`src/rtl/breakout_pkg.sv`:
```
`default_nettype none
// +----------------------------------------------------------------------+
// | breakout_pkg : shared Breakout constants, state codes and widths      |
// | Revision     : 1.0                                                    |
// +----------------------------------------------------------------------+
package breakout_pkg;

  localparam int SCREEN_W       = 640;
  localparam int SCREEN_H       = 480;
  localparam int BALL_SIZE      = 8;
  localparam int MISS_Y_DEFAULT = 470;
  localparam int SCORE_W        = 14;
  localparam int DIV_W          = 4;

  localparam logic [SCORE_W-1:0] SCORE_MAX = '1;

  typedef enum logic [2:0] {
    ST_IDLE     = 3'd0,
    ST_SERVE    = 3'd1,
    ST_PLAY     = 3'd2,
    ST_MISS     = 3'd3,
    ST_GAMEOVER = 3'd4,
    ST_WIN      = 3'd5
  } state_t;

endpackage
`default_nettype wire

```
`src/rtl/frame_divider.sv`:
```
`default_nettype none
// +----------------------------------------------------------------------+
// | frame_divider : loadable frame-tick divider, registered step pulse    |
// | Revision      : 1.0                                                   |
// +----------------------------------------------------------------------+
module frame_divider
  import breakout_pkg::*;
(
  input  logic             clk,
  input  logic             reset,
  input  logic             load,
  input  logic             count_en,
  input  logic             tick,
  input  logic [DIV_W-1:0] div,
  output logic             step_en
);

  logic [DIV_W-1:0] cnt_q, cnt_d;
  logic             step_en_q, step_en_d;

  always_comb begin
    cnt_d     = cnt_q;
    step_en_d = 1'b0;
    if (load) begin
      cnt_d = '0;
    end else if (count_en && tick) begin
      // '>=' keeps the count sane if the divisor shrinks mid-count
      if (({1'b0, cnt_q} + 5'd1) >= {1'b0, div}) begin
        cnt_d     = '0;
        step_en_d = 1'b1;
      end else begin
        cnt_d = cnt_q + 1'b1;
      end
    end
  end

  always_ff @(posedge clk) begin
    if (!reset) begin
      cnt_q     <= '0;
      step_en_q <= 1'b0;
    end else begin
      cnt_q     <= cnt_d;
      step_en_q <= step_en_d;
    end
  end

  assign step_en = step_en_q;

endmodule
`default_nettype wire

```
`src/rtl/breakout_game_ctrl.sv`:
```
`default_nettype none
// +----------------------------------------------------------------------+
// | breakout_game_ctrl : serve/play/miss/game-over/win sequencer          |
// | Option GAME_CTRL_SPEEDUP_EN: every 8th hit shortens the step divisor  |
// | Revision           : 1.0                                              |
// +----------------------------------------------------------------------+
module breakout_game_ctrl
  import breakout_pkg::*;
#(
  parameter int SCREEN_H    = 480,
  parameter int MISS_Y      = MISS_Y_DEFAULT,
  parameter int LIVES_INIT  = 3,
  parameter int STEP_DIV    = 2,
  parameter int MISS_FRAMES = 60,
  parameter int POINTS      = 10
) (
  input  logic               clk,
  input  logic               reset,
  input  logic               frame_tick,
  input  logic               launch,
  input  logic [9:0]         ball_y,
  input  logic               brick_hit,
  input  logic               all_cleared,
  output logic               ball_reset,
  output logic               ball_step_en,
  output logic [1:0]         lives,
  output logic [SCORE_W-1:0] score,
  output logic [2:0]         state,
  output logic               game_over,
  output logic               win
);

  localparam int MISS_Y_EFF = (MISS_Y < SCREEN_H) ? MISS_Y : SCREEN_H - 1;
  localparam int PAUSE_W    = (MISS_FRAMES > 1) ? $clog2(MISS_FRAMES) : 1;

  state_t               state_q, state_d;
  logic                 launch_q;
  logic [1:0]           lives_q, lives_d;
  logic [SCORE_W-1:0]   score_q, score_d;
  logic [PAUSE_W-1:0]   pause_q, pause_d;
  logic                 ball_reset_q, ball_reset_d;
  logic                 game_over_q, game_over_d;
  logic                 win_q, win_d;
  logic [DIV_W-1:0]     div_eff;
  logic [SCORE_W:0]     score_sum;
  logic                 launch_rise;
  logic                 miss_fire;
  logic                 serve_start;

  assign launch_rise = launch & ~launch_q;
  assign serve_start = (state_q == ST_IDLE) && launch_rise;
  assign miss_fire   = (state_q == ST_PLAY) && !all_cleared && frame_tick &&
                       (ball_y >= 10'(MISS_Y_EFF));
  assign score_sum   = {1'b0, score_q} + (SCORE_W+1)'(POINTS);

  always_comb begin
    state_d = state_q;
    lives_d = lives_q;
    score_d = score_q;
    pause_d = pause_q;
    case (state_q)
      ST_IDLE: begin
        if (launch_rise) begin
          state_d = ST_SERVE;
          lives_d = 2'(LIVES_INIT);
          score_d = '0;
        end
      end
      ST_SERVE: begin
        if (launch_rise) state_d = ST_PLAY;
      end
      ST_PLAY: begin
        // a hit is scored even when the same cycle ends the rally
        if (brick_hit) begin
          score_d = score_sum[SCORE_W] ? SCORE_MAX : score_sum[SCORE_W-1:0];
        end
        if (all_cleared) begin
          state_d = ST_WIN;
        end else if (miss_fire) begin
          state_d = ST_MISS;
          lives_d = lives_q - 2'd1;
          pause_d = PAUSE_W'(MISS_FRAMES - 1);
        end
      end
      ST_MISS: begin
        if (frame_tick) begin
          if (pause_q == '0) begin
            state_d = (lives_q == 2'd0) ? ST_GAMEOVER : ST_SERVE;
          end else begin
            pause_d = pause_q - 1'b1;
          end
        end
      end
      ST_GAMEOVER, ST_WIN: begin
        if (launch_rise) state_d = ST_IDLE;
      end
      default: state_d = ST_IDLE;
    endcase
    ball_reset_d = !((state_d == ST_PLAY) || (state_d == ST_WIN));
    game_over_d  = (state_d == ST_GAMEOVER);
    win_d        = (state_d == ST_WIN);
  end

  always_ff @(posedge clk) begin
    if (!reset) begin
      state_q      <= ST_IDLE;
      launch_q     <= 1'b1;
      lives_q      <= 2'd0;
      score_q      <= '0;
      pause_q      <= '0;
      ball_reset_q <= 1'b1;
      game_over_q  <= 1'b0;
      win_q        <= 1'b0;
    end else begin
      state_q      <= state_d;
      launch_q     <= launch;
      lives_q      <= lives_d;
      score_q      <= score_d;
      pause_q      <= pause_d;
      ball_reset_q <= ball_reset_d;
      game_over_q  <= game_over_d;
      win_q        <= win_d;
    end
  end

`ifdef GAME_CTRL_SPEEDUP_EN
  logic [2:0]       hit_cnt_q, hit_cnt_d;
  logic [DIV_W-1:0] div_q, div_d;

  always_comb begin
    hit_cnt_d = hit_cnt_q;
    div_d     = div_q;
    if (serve_start) begin
      hit_cnt_d = '0;
      div_d     = DIV_W'(STEP_DIV);
    end else if ((state_q == ST_PLAY) && brick_hit) begin
      hit_cnt_d = hit_cnt_q + 3'd1;
      if ((hit_cnt_q == 3'd7) && (div_q > 4'd1)) div_d = div_q - 4'd1;
    end
  end

  always_ff @(posedge clk) begin
    if (!reset) begin
      hit_cnt_q <= '0;
      div_q     <= DIV_W'(STEP_DIV);
    end else begin
      hit_cnt_q <= hit_cnt_d;
      div_q     <= div_d;
    end
  end

  assign div_eff = div_q;
`else
  assign div_eff = DIV_W'(STEP_DIV);
`endif

  frame_divider u_step_div (
    .clk      (clk),
    .reset    (reset),
    .load     (serve_start),
    .count_en ((state_q == ST_PLAY) && (state_d == ST_PLAY)),
    .tick     (frame_tick),
    .div      (div_eff),
    .step_en  (ball_step_en)
  );

  a_lives_no_underflow: assert property (
    @(posedge clk) disable iff (!reset) !(miss_fire && (lives_q == 2'd0))
  );

  assign ball_reset = ball_reset_q;
  assign lives      = lives_q;
  assign score      = score_q;
  assign state      = state_q;
  assign game_over  = game_over_q;
  assign win        = win_q;

endmodule
`default_nettype wire

```
`config.mk`:
```
export PLATFORM = sky130hd
export DESIGN_NAME = breakout_game_ctrl
export DESIGN_NICKNAME = d
export VERILOG_FILES = /design/src/rtl/breakout_pkg.sv /design/src/rtl/frame_divider.sv /design/src/rtl/breakout_game_ctrl.sv
export SDC_FILE = /design/constraint.sdc
export NUM_CORES = 1
export LEC_CHECK = 0
export CORE_ASPECT_RATIO = 1.2
export CORE_MARGIN = 2
export CORE_UTILIZATION = 43
export CTS_BUF_LIST = sky130_fd_sc_hd__clkbuf_8
export CTS_CLUSTER_DIAMETER = 30
export CTS_CLUSTER_SIZE = 14
export DETAILED_ROUTE_END_ITERATION = 8
export GPL_ROUTABILITY_DRIVEN = 0
export PLACE_DENSITY_LB_ADDON = 0.2
export SYNTH_ARGS = -nofsm -noshare
export SYNTH_HDL_FRONTEND = slang
export SYNTH_SLANG_ARGS = --single-unit
```
`constraint.sdc`:
```
create_clock -name clk -period 2.3 [get_ports clk]
set_input_delay 0.46 -clock clk [delete_from_list [all_inputs] [get_ports clk]]
set_output_delay 0.46 -clock clk [all_outputs]
set_load 0.02 [all_outputs]
```
* After elaboration in Yosys (flattened, before gate mapping) *
Cells that the tools add are included.

word-level totals
  register bits = 34
  word-level logic and storage cells = 79

operators by class
  bitwise logic cells = 4
  $lt $le $gt $ge = 2
  equality and inequality tests = 14
  reduce and logical (&&, ||, !) cells = 20
  mux-type cells = 24
  add/sub/neg operators = 5

operators with widths
  cell                                                                                  count
  14-bit two-way mux                                                                    3
  14-bit case mux with 2 select lines                                                   1
  3-bit two-way mux                                                                     8
  6-bit two-way mux                                                                     4
  14-bit by 4-bit adder with 15-bit output, second input constant                       1
  3-bit case mux with 5 select lines                                                    1
  3-bit equality test, second input constant                                            4
  2-bit inequality test, second input constant                                          6
  6-bit case mux with 2 select lines                                                    1
  10-bit by 9-bit greater-or-equal comparator with 1-bit output, second input constant  1
  3-bit by 2-bit equality test with 1-bit output, second input constant                 3
  1-bit logical AND                                                                     6
  6-bit logical NOT                                                                     1
  2-bit two-way mux                                                                     3
  6-bit by 1-bit subtractor with 6-bit output, second input constant                    1
  4-bit by 1-bit adder with 5-bit output, second input constant                         1
  5-bit by 2-bit greater-or-equal comparator with 1-bit output, second input constant   1
  5-bit AND reduction                                                                   1
  4-bit by 1-bit adder with 4-bit output, second input constant                         1
  4-bit two-way mux                                                                     1
  2-bit case mux with 2 select lines                                                    1
  4-bit AND reduction                                                                   1
  2-bit nonzero test                                                                    2
  2-bit OR reduction                                                                    2
  11 further kinds                                                                      14

* Logic depth before layout (Yosys ltp) *
  depth after elaboration = 12
  depth in mapped cells = 7
  depth with buffers taken out = 7

* Hierarchy *
A second synthesis with hierarchy kept.

unflattened totals
  cell total of the unflattened synthesis = 238
  area total of the unflattened synthesis = 1928.1 µm²

by module, submodules not included
  module              instances  cells an instance  area an instance (µm²)
  breakout_game_ctrl  1          193                1537.7
  frame_divider       1          45                 390.4

* Worst setup path after synthesis *
OpenSTA, ideal clock, no wires.

  kind = flip-flop to flip-flop
  start point = reg state_q[0] (netlist: state[0])
  end point = reg u_step_div.step_en_q (netlist: u_step_div.step_en)
  arrival time = 1715 ps
  required time = 2212 ps
  period minus slack after synthesis = 1803 ps
  setup time = 88 ps
  stages on the path, launching flop included = 7
  setup slack = 497 ps
  path through = dfxtp_1 clkbuf_8 and3_2 nand3_1 a222oi_1 inv_2 nor4_2

between the ends
  cells in the longest elaborated chain, start to end = 12
  elaborated cells between the ends (all ways) = 24

RTL lines
  element                                         RTL line                                                                       RTL
  start, declared                                 breakout_game_ctrl.sv:36                                                       state_t state_q, state_d;
  start signal, assigned                          breakout_game_ctrl.sv:115                                                      state_q <= state_d;
  3-bit by 2-bit equality test with 1-bit output  breakout_game_ctrl.sv:52, breakout_game_ctrl.sv:61, breakout_game_ctrl.sv:161
  1-bit logical AND (3 in series)                 breakout_game_ctrl.sv:52                                                       assign miss_fire = (state_q == ST_PLAY) && !all_cleared && frame_tick &&
  3-bit two-way mux                               breakout_game_ctrl.sv:79                                                       end else if (miss_fire) begin
  3-bit two-way mux                               breakout_game_ctrl.sv:77                                                       if (all_cleared) begin
  3-bit case mux with 5 select lines              breakout_game_ctrl.sv:61                                                       case (state_q)
  3-bit by 2-bit equality test with 1-bit output  breakout_game_ctrl.sv:161                                                      .count_en ((state_q == ST_PLAY) && (state_d == ST_PLAY)),
  1-bit logical AND                               breakout_game_ctrl.sv:161
  1-bit logical AND                               frame_divider.sv:26                                                            end else if (count_en && tick) begin
  1-bit NOT (no source line)                      n/a
  3-bit OR reduction (no source line) (*)         n/a
  end signal, assigned                            frame_divider.sv:43                                                            step_en_q <= step_en_d;
  end, declared                                   frame_divider.sv:19                                                            logic step_en_q, step_en_d;

Every way passes the cells marked *; elsewhere a longest branch is shown, timed or not.
A chain may end at the register's enable or synchronous reset.

* Worst setup path after layout *
  start point = reg state_q[0] (netlist: state[0])
  end point = out state[0]

RTL lines
  element        RTL line                  RTL
  end, declared  breakout_game_ctrl.sv:28  output logic [2:0] state,

No word-level cell between the ends.

==> impl_summary.md <==
Floorplan
The initial utilization of the core area, before any placement, comes to 45.05%. The site row count is 25. The chip height is 74.39 um. Pin placement for this block handled 39 I/O pins. The floorplan step set the die width to 62.66 um.

After floorplanning, the core was sized to cover 0.003941 sq mm. The die covers 0.004661 sq mm.

Clocking
The clock root buffer is clkbuf_8. Buffers inserted during clock tree synthesis total 5. The later pin in the worst-skew pair is clocked with a latency of 0.29 ns.

Clock tree synthesis found a total of 34 sinks. The H-tree was split into 2 levels. The post-cts resize count is 0.

Post-CTS timing repair inserted 0 buffers for setup. The CTS tree is built. Hold repair after CTS inserted 0 buffers. Clock-pin slew was measured on the worst setup and hold paths at 0.06 ns.

The number of buffers between clock root and the deepest sink is 2.

Critical path
The arrival time at the worst endpoint is 1.54 ns. The critical path is of the register to output pin type. The startpoint class of the critical path is a register. The slowest stage of the critical path is the clkdlybuf4s50_1 cell. The buffering stage count on the worst path with inverters included is 1.

Of all nets on the critical path, the largest fanout is 14. For this run, the slowest stage of the critical path takes 0.70 ns. The kind of capture point of the worst setup path is an output pin. Data on the critical path is required at its endpoint by 1.84 ns.

Walking the worst path, the cells encountered are clkdlybuf4s50_1. On the critical path the largest part of the delay comes from buffers and inverters.

Final layout
The layout has 376 filler cells. 0 antenna diodes ended up in the layout. In the final design database the tool counted 279 nets. In the final layout, the share of cells above drive strength 1 is 13.28%. The area growth from synthesis to layout is 31.50%. The final non-filler cell area is 0.002335 sq mm.

The area of the multi-input gates is 983.4 sq um. The finished layout holds 310 standard cells, fillers aside. Summing all flip-flop and latch instances after layout gives 680.7 sq um.

Routing
The number of remaining DRC errors is 0. The final route contains 1,654 vias. After detailed routing, the total wire length is 3.978 mm. Dividing the detail-routed wire length by the instance count gives 12.83 um. The number of nets with antenna violations after detailed routing is 0.

The first routing iteration left 67 violations. The number of search-and-repair iterations in the first detailed-routing pass is 4. The number of vias per cell after detailed routing is 5.335.

Global route
The overall track demand over capacity in global routing is 18.19%. The pin count of the biggest net entering global routing is 16. The number of antenna violations at the first check in global routing is 0.

The via count of the first global-routing pass is 1,495. For this run the aggregate overflow at the end of global routing stands at 0. The first global-routing pass estimated 6.679 mm of wire.

Yosys
The number of enable-type register cells in the synthesized netlist is 0. For this run, the number of Yosys warnings is 0. The leading register cell type out of synthesis is dfxtp_1. Counting every net in the synthesized netlist gives 230. The flip-flop and latch count after synthesis is 34. The dominant combinational cell family by area after synthesis is simple AND/OR/NAND/NOR gates. By area the synthesized netlist is led by dfxtp_1 (38%), a21oi_1 (4.5%), ha_1 (4.2%). After Yosys synthesis, and, or, nand and nor cells account for 30.09% of the synthesized area. The post-synthesis cell type count is 55. Summing the sequential cell areas from Yosys gives 38.34% of the chip area. By count the netlist is led by dfxtp_1 (34), nor2_1 (19), nand2_1 (17). The cell area after technology mapping is 0.001775 sq mm. Of the post-synthesis cell area, the dominant cell type holds 38.34%. The portion of synthesized area spent on multiplexers is 1.268%.

The mean post-synth cell area is 8.536 sq um. Summing the areas of all compound-gate instances in the mapped netlist gives 17.83% of the synthesized area. After Yosys synthesis, XOR and XNOR cells account for 1.973% of the synthesized area. The post-synthesis cell count is 208. For this run, asynchronously set or reset flops after synthesis account for 0%. The dominant cell by count in the synthesized netlist is dfxtp_1.

Summing the areas of all fa, ha and maj instances in the mapped netlist gives 4.228% of the synthesized area. dfxtp_1 takes more of the synthesized area than any other cell.

STA
The slew at the pin with the worst max-slew slack is 0.5686 ns. The final hold violation count came to 0. Setup violations remaining at the end of the flow were counted as 0. Measured against its own limit, the worst slew margin works out to 61.56%. The timing-limited maximum frequency is 499.0 MHz. The shortest clock period the worst path allows after layout is 2.004 ns. The setup clock skew after layout is 0.006601 ns.

Hold timing on the final database bottoms out at a slack of 0.4664 ns. Setup repair after global routing left no endpoint under its margin. In the final timing run, aggregate negative setup slack is 0 ns. The worst path uses 87.13% of the clock period.

The count of final max-slew check failures is 0.

Place
Input and output buffers added on the ports amount to 37. The total half-perimeter wirelength after legalization and detailed placement is 2.899 mm. The total placed instance area is 0.002252 sq mm. The post-placement cell count is 304.

Outcome
The run finished with clean final reports.

Power
In this run the power density over the cells is 483.7 mW/mm^2. The total design power is 0.001129 W. The peak supply drop is 0.3056 mV. The leakage power summed over all cells is 0.8051 nW.

Job
The reported max-cap violation count is 0.

Worst hold path
In this run the worst hold path is classified as register to register.
## cell families (layout without fill, tap and decap cells)
| group | count (synthesis) | in the layout |
|---|---|---|
| flip-flops | 34 | 34 |
| AND/OR/NAND/NOR | 92 | 92 |
| XOR/XNOR | 4 | 4 |
| adder cells (fa/ha/maj) | 6 | 6 |
| AO/OA/AOI/OAI | 48 | 48 |
| multiplexers | 2 | 2 |
| buffers and inverters | 22 | 70 |
## stage by stage
| stage | setup slack, ns | utilization (%) |
|---|---|---|
| 3_5_place_dp | 0.05095 | 57.14 |
| 2_1_floorplan | 0.4975 | - |
| 4_1_cts | 0.2863 | 59.24 |
| 5_1_grt | 0.2161 | 59.24 |
| 6_report | 0.2960 | 59.24 |
| 3_3_place_gp | 0.08820 | 57.14 |
## power breakdown
part,switching [W],internal [W],total (W)
logic,0.0000448,0.0000552,0.000100
clock network,0.000197,0.000230,0.000428
registers,0.00000766,0.000594,0.000602
## cell usage in the layout (no fill, tap or decap), types with 2 or more instances in the layout
master and count:
xnor2_1 2, a21oi_1 16, nor2b_1 2, nand4_1 4, a21boi_0 2, clkdlybuf4s50_1 37
inv_1 12, clkbuf_8 6, mux2_2 2, dfxtp_1 34, xor2_1 2, buf_4 13
a211oi_1 6, and2_1 2, nor4_2 2, o21ai_0 9, nor2_1 19, nand2b_1 4
ha_1 6, a41oi_1 3, nor3b_1 3, nand3_1 8, nor3_1 14, o31a_1 2
nand2_1 17
## layout make-up
class	count	share of cell area, %
Clock buffer	6	3.537
Tap cell	54	2.894
Inverter	14	2.251
Sequential cell	34	29.15
Multi-Input combinational cell	152	42.12
Timing Repair Buffer	50	20.04
## final timing paths
| path | from | to | slack, ns | cells after the start |
|---|---|---|---|---|
| worst max-delay path | state[0]$_SDFF_PN0_ | state[0] | 0.30 | 1 |
| worst min-delay path | u_step_div.cnt_q[3]$_SDFFE_PP0P_ | u_step_div.cnt_q[3]$_SDFFE_PP0P_ | 0.47 | 1 |
| worst max register to register | pause_q[0]$_SDFFE_PN0P_ | u_step_div.step_en$_SDFF_PP0_ | 0.47 | 8 |
| worst min register to register | u_step_div.cnt_q[3]$_SDFFE_PP0P_ | u_step_div.cnt_q[3]$_SDFFE_PP0P_ | 0.47 | 1 |
## routing by layer
metal / wire [um] / GRT usage, %
met4: 62 / 7.407
met5: 0 / 0
met2: 1838 / 30.47
met1: 1803 / 22.36
met3: 273 / 5.144
## sequential cells by signal, indices dropped and copies added (netlist names)
name / flops
win: 1
launch_q: 1
ball_reset: 1
u_step_div.cnt_q: 4
score: 14
game_over: 1
pause_q: 6
lives: 2
u_step_div.step_en: 1
state: 3
Note: power is estimated with default switching activity, not from simulation.
==> patch 1: new RTL, same settings <==
Add a define of `GAME_CTRL_SPEEDUP_EN`.
--- a/src/rtl/breakout_game_ctrl.sv
+++ b/src/rtl/breakout_game_ctrl.sv
@@ -4,6 +4,8 @@
 // | Option GAME_CTRL_SPEEDUP_EN: every 8th hit shortens the step divisor  |
 // | Revision           : 1.0                                              |
 // +----------------------------------------------------------------------+
+`define GAME_CTRL_SPEEDUP_EN
+
 module breakout_game_ctrl
   import breakout_pkg::*;
 #(
Check against the original RTL: same outputs for any inputs over 10 cycles, from zero or initial values and one cycle with reset low; that may be too few to reach the edited logic, so the function may still have changed.
==> patch 1 against the unedited design <==
Total power rose by 14%. Setup slack improved by 0.0035 ns. Sequential cell count rose by 7. Die area rose by 24%. Area after synthesis rose by 26%. Cell area rose by 20%. Routed wire length rose by 20%. Worst hold slack got worse by 0.0048 ns. Critical endpoint is now u_step_div.cnt_q[0]. Highest routed layer unchanged.
==> patch 1: results <==
{
  "holdPathEnd": "hit_cnt_q[1]",
  "leakagePower_nw": 1.08,
  "hold_depth": 2,
  "synthMuxAreaShare_pct": 0.448,
  "synth-xor-area-share_pct": 3.92,
  "cts_resized": 0,
  "wl_per_cell_um": 13.1,
  "cts.path.max_buffers": 2,
  "grt_max_degree": 17,
  "power_switching_mw": 0.288,
  "ys_async_sr_fraction_pct": 0,
  "worstPathArrival_ns": 2.22,
  "slew_headroom_pct": 60.7,
  "ys_top_cells_by_count": "41 x dfxtp_1, 26 x nor2_1, 19 x nand2_1",
  "synthTopCellsByArea": "dfxtp_1 37%, ha_1 6.7%, nor2_1 4.4%, a21oi_1 4.0%, o21ai_0 4.0%",
  "synth.net_count": 288,
  "htreeDepth": 2,
  "ant_nets": 0,
  "status": "finished clean",
  "worstHoldStart": "hit_cnt_q[1]",
  "grt_usage_pct": 17.1,
  "timing.rr.end": "u_step_div.cnt_q[0]",
  "synth-compound-area-share_pct": 20.6,
  "worstSetupStartpointType": "flop",
  "numPortBuffers": 37,
  "nets": 334,
  "hold_path.class": "flop to flop",
  "largest_register_ffs": 14,
  "antenna_found_initial": 0,
  "clk_latency_ns": 0.29,
  "grt_pass1_vias": 1801,
  "post_cts_buffers": 0,
  "grt_pass1_wl_um": 8330,
  "yosys.area_share.adder_pct": 6.72,
  "detailroute.via_count": 1988,
  "root_buffer": "clkbuf_8",
  "drt_iter0_markers": 78,
  "ys_seq_area_share_pct": 36.7,
  "insertedDiodeCount": 0,
  "clock_skew_ns": 0.00426,
  "fill_cells": 470,
  "cts_buffers": 5,
  "placed_area_sq_um": 2720,
  "clk_pin_slew_ns": 0.07,
  "dr.pass1.iters": 4,
  "synth_cell_types": 56,
  "synth_warnings": 0,
  "r2r_setup_slack_ns": 0.30,
  "worstRegToRegCells": 8,
  "crit_fanout": 5,
  "r2r-start": "u_step_div.cnt_q[0]",
  "peakVddDrop_v": 0.000273,
  "final_layout_size_suffix_gt1_share_pct": 11.4,
  "hpwl_um": 3530
}
==> patch 1: cell count changes after synthesis, moves of 5 or more <==
cell / delta
xnor2_1: +5
ha_1: +6
dfxtp_1: +7
nor2_1: +7
o21a_1: +5
o21ai_0: +9
and3_1: +5
==> patch 1: worst max path at each step <==
stage,slack (ns),endpoint,cells past startpoint
final,0.30,u_step_div.cnt_q[0],8
after global routing,0.14,u_step_div.cnt_q[1],9
after CTS,0.28,u_step_div.cnt_q[0],8
after detailed placement,0.17,pause_q[0],7
after global placement,0.23,lives[1],7
after floorplan,0.37,u_step_div.cnt_q[1],7
==> patch 1: kinds of logic (layout without fill, tap and decap cells) <==
group / Yosys count / after routing
and+or+nand+nor: 106 / 106
muxes: 1 / 1
adders and majority gates: 12 / 12
AOI/OAI and AO/OA: 67 / 67
buffers and inverters: 23 / 69
xor gates and xnor gates: 10 / 10
DFF: 41 / 41
==> patch 1: power groups by stage <==
stage	logic (mW)	registers, mW	clock network (mW)
after CTS	0.0978	0.721	0.485
after global placement	0.0964	0.738	0
after floorplan	0.0418	0.741	0
after global routing	0.105	0.722	0.506
after detailed placement	0.0970	0.738	0
final	0.0970	0.721	0.467
==> patch 1: cell type report <==
class / instances / area [sq um] / share of cell area (%)
Sequential cell: 41 / 821 / 29.3
Multi-Input combinational cell: 196 / 1310 / 46.9
Clock buffer: 6 / 82.6 / 2.95
Timing Repair Buffer: 48 / 453 / 16.2
Clock inverter: 1 / 3.75 / 0.134
Tap cell: 60 / 75.1 / 2.68
Inverter: 14 / 52.6 / 1.88
==> patch 1: worst max-delay path, cell delays in order (launching register included) <==
cell      delay (ns)
dfxtp_1         0.36
ha_1            0.26
xor2_1          0.16
ha_1            0.19
a2111o_1        0.43
a32oi_1         0.16
buf_4           0.16
nand3b_1        0.07
a21oi_1         0.15
==> patch 1: metrics by stage <==
stage / utilization (%) / total power, mW / worst slack, ns / std cells / hold slack, ns
after floorplan: - / 0.782 / 0.366 / 260 / 0.440
after global placement: 54.6 / 0.834 / 0.227 / 359 / 0.445
after detailed placement: 54.6 / 0.835 / 0.168 / 359 / 0.454
after CTS: 56.3 / 1.30 / 0.278 / 366 / 0.465
after global routing: 56.3 / 1.33 / 0.139 / 366 / 0.492
final: 56.3 / 1.29 / 0.300 / 366 / 0.462
==> patch 1: per-layer routing <==
layer  track usage, %  wire, um  part of all wire, %  up-vias
met3             2.79       143                  3.0        4
met2             28.0      2300                   48       21
met4             5.77        40                 0.84        0
li1                 -         -                    -     1037
met5                0         0                    0        -
met1             22.8      2310                   48      926
==> patch 2: new RTL, config.mk and constraints unchanged <==
Without the edit above. Put one more register stage on the output `score`, without a reset. The value now appears one clock later. The other outputs are not delayed to match.
--- a/src/rtl/breakout_game_ctrl.sv
+++ b/src/rtl/breakout_game_ctrl.sv
@@ -170,7 +170,9 @@
 
   assign ball_reset = ball_reset_q;
   assign lives      = lives_q;
-  assign score      = score_q;
+  always_ff @(posedge clk) begin
+    score <= score_q;
+  end
   assign state      = state_q;
   assign game_over  = game_over_q;
   assign win        = win_q;
Check against the original RTL: not equivalent (Yosys sat finds a counterexample within 10 cycles, from zero or initial values and one cycle with reset low).
==> patch 2 against the unedited design <==
Sequential cell count rose by 14. Critical path depth rose by 5. Count of clock-buffer cells in the layout fell by 1. Register-to-register slack got worse by 0.12 ns. Area after synthesis rose by 14%. Routed wire length rose by 4.3%. Sequential share of layout area rose by 7.0 points. Total power rose by 34%. Non-clock buffer count rose by 6. Setup slack got worse by 0.029 ns. Cell area rose by 14%. Critical path type is now input pin to flop. Largest cell class unchanged.
==> patch 2: results <==
{
  "wl_met1_um": 1820,
  "grt_max_degree": 14,
  "drt_iter0_markers": 73,
  "synth.net_count": 249,
  "p_comb_mw": 0.109,
  "ys_top_cells_by_count": "48 x dfxtp_1, 23 x nand2_1, 22 x nor2_1",
  "critPathTopFamily": "simple AND/OR/NAND/NOR gates",
  "synth-compound-area-share_pct": 17.5,
  "slew_viol_final": 0,
  "root_buffer": "clkbuf_8",
  "grt_pass1_wl_um": 7220,
  "slew_headroom_pct": 54.8,
  "grt_pass1_vias": 1671,
  "crit_fanout": 4,
  "grt_use_met2_pct": 28.9,
  "nets": 305,
  "dp.cells": 334,
  "ys_seq_area_share_pct": 47.5,
  "hpwl_um": 3020,
  "placed_area_sq_um": 2560,
  "wl_per_cell_um": 12.2,
  "highest_layer": "met4",
  "pwr-share-seq_pct": 55.7,
  "status": "finished clean",
  "worstPathArrival_ns": 2.22,
  "antenna_found_initial": 0,
  "clock_skew_ns": 0.00409,
  "yosys.area_share.adder_pct": 3.71,
  "numPortBuffers": 37,
  "synth_warnings": 0,
  "leakagePower_nw": 0.994,
  "worst_path_max_delay_cell": "or4_4",
  "route.met3.wl_um": 160,
  "wl_um": 4150,
  "grt_util_met3_pct": 3.68,
  "wl_met2_um": 2050,
  "synth_cells": 227,
  "peakVddDrop_v": 0.000298,
  "clk_pin_slew_ns": 0.08,
  "post_cts_buffers": 0,
  "final_layout_size_suffix_gt1_share_pct": 11.7,
  "vias_per_cell": 5.23,
  "grt_usage_pct": 17.6,
  "synthTopCellsByArea": "dfxtp_1 48%, a21oi_1 5.0%, o21ai_0 4.5%, nand2_1 4.3%, nor2_1 4.1%",
  "total_power_mw": 1.51,
  "grt_use_met1_pct": 21.6,
  "post-place-ws_ns": -0.0581,
  "max_stage_delay_ns": 0.44,
  "synth_cell_types": 45,
  "htreeDepth": 2,
  "synth-xor-area-share_pct": 1.73,
  "p_int_mw": 1.21,
  "cts_buffers": 5,
  "synthMuxAreaShare_pct": 0.557
}
[patch 2: cell types whose count changed after synthesis, moves of 3 or more]
cell      delta
dfxtp_1     +14
nand3_1      -5
nand3b_1     +4
o21ai_0      +9
and2_1       +3
buf_4        -3
nor3_1       -3
a21oi_1      +4
nand2_1      +6
nor2_1       +3
nand4_1      -3
[patch 2: final timing paths]
kind                   start         end  slack (ns)  cells past startpoint
hold reg to reg   score_q[0]    score[0]        0.36                      0
hold / removal    score_q[0]    score[0]        0.36                      0
setup reg to reg  pause_q[0]  ball_reset        0.35                      6
setup / recovery   ball_y[6]  ball_reset        0.27                      6
[patch 2: cell type report]
type | count | area (sq um)
clock buffer | 5 | 68.8
clock inverter | 1 | 30.0
fill | 405 | 1900
inverter | 12 | 45.0
multi-input combinational | 160 | 971
sequential | 48 | 961
tap | 58 | 72.6
timing repair buffer | 56 | 513
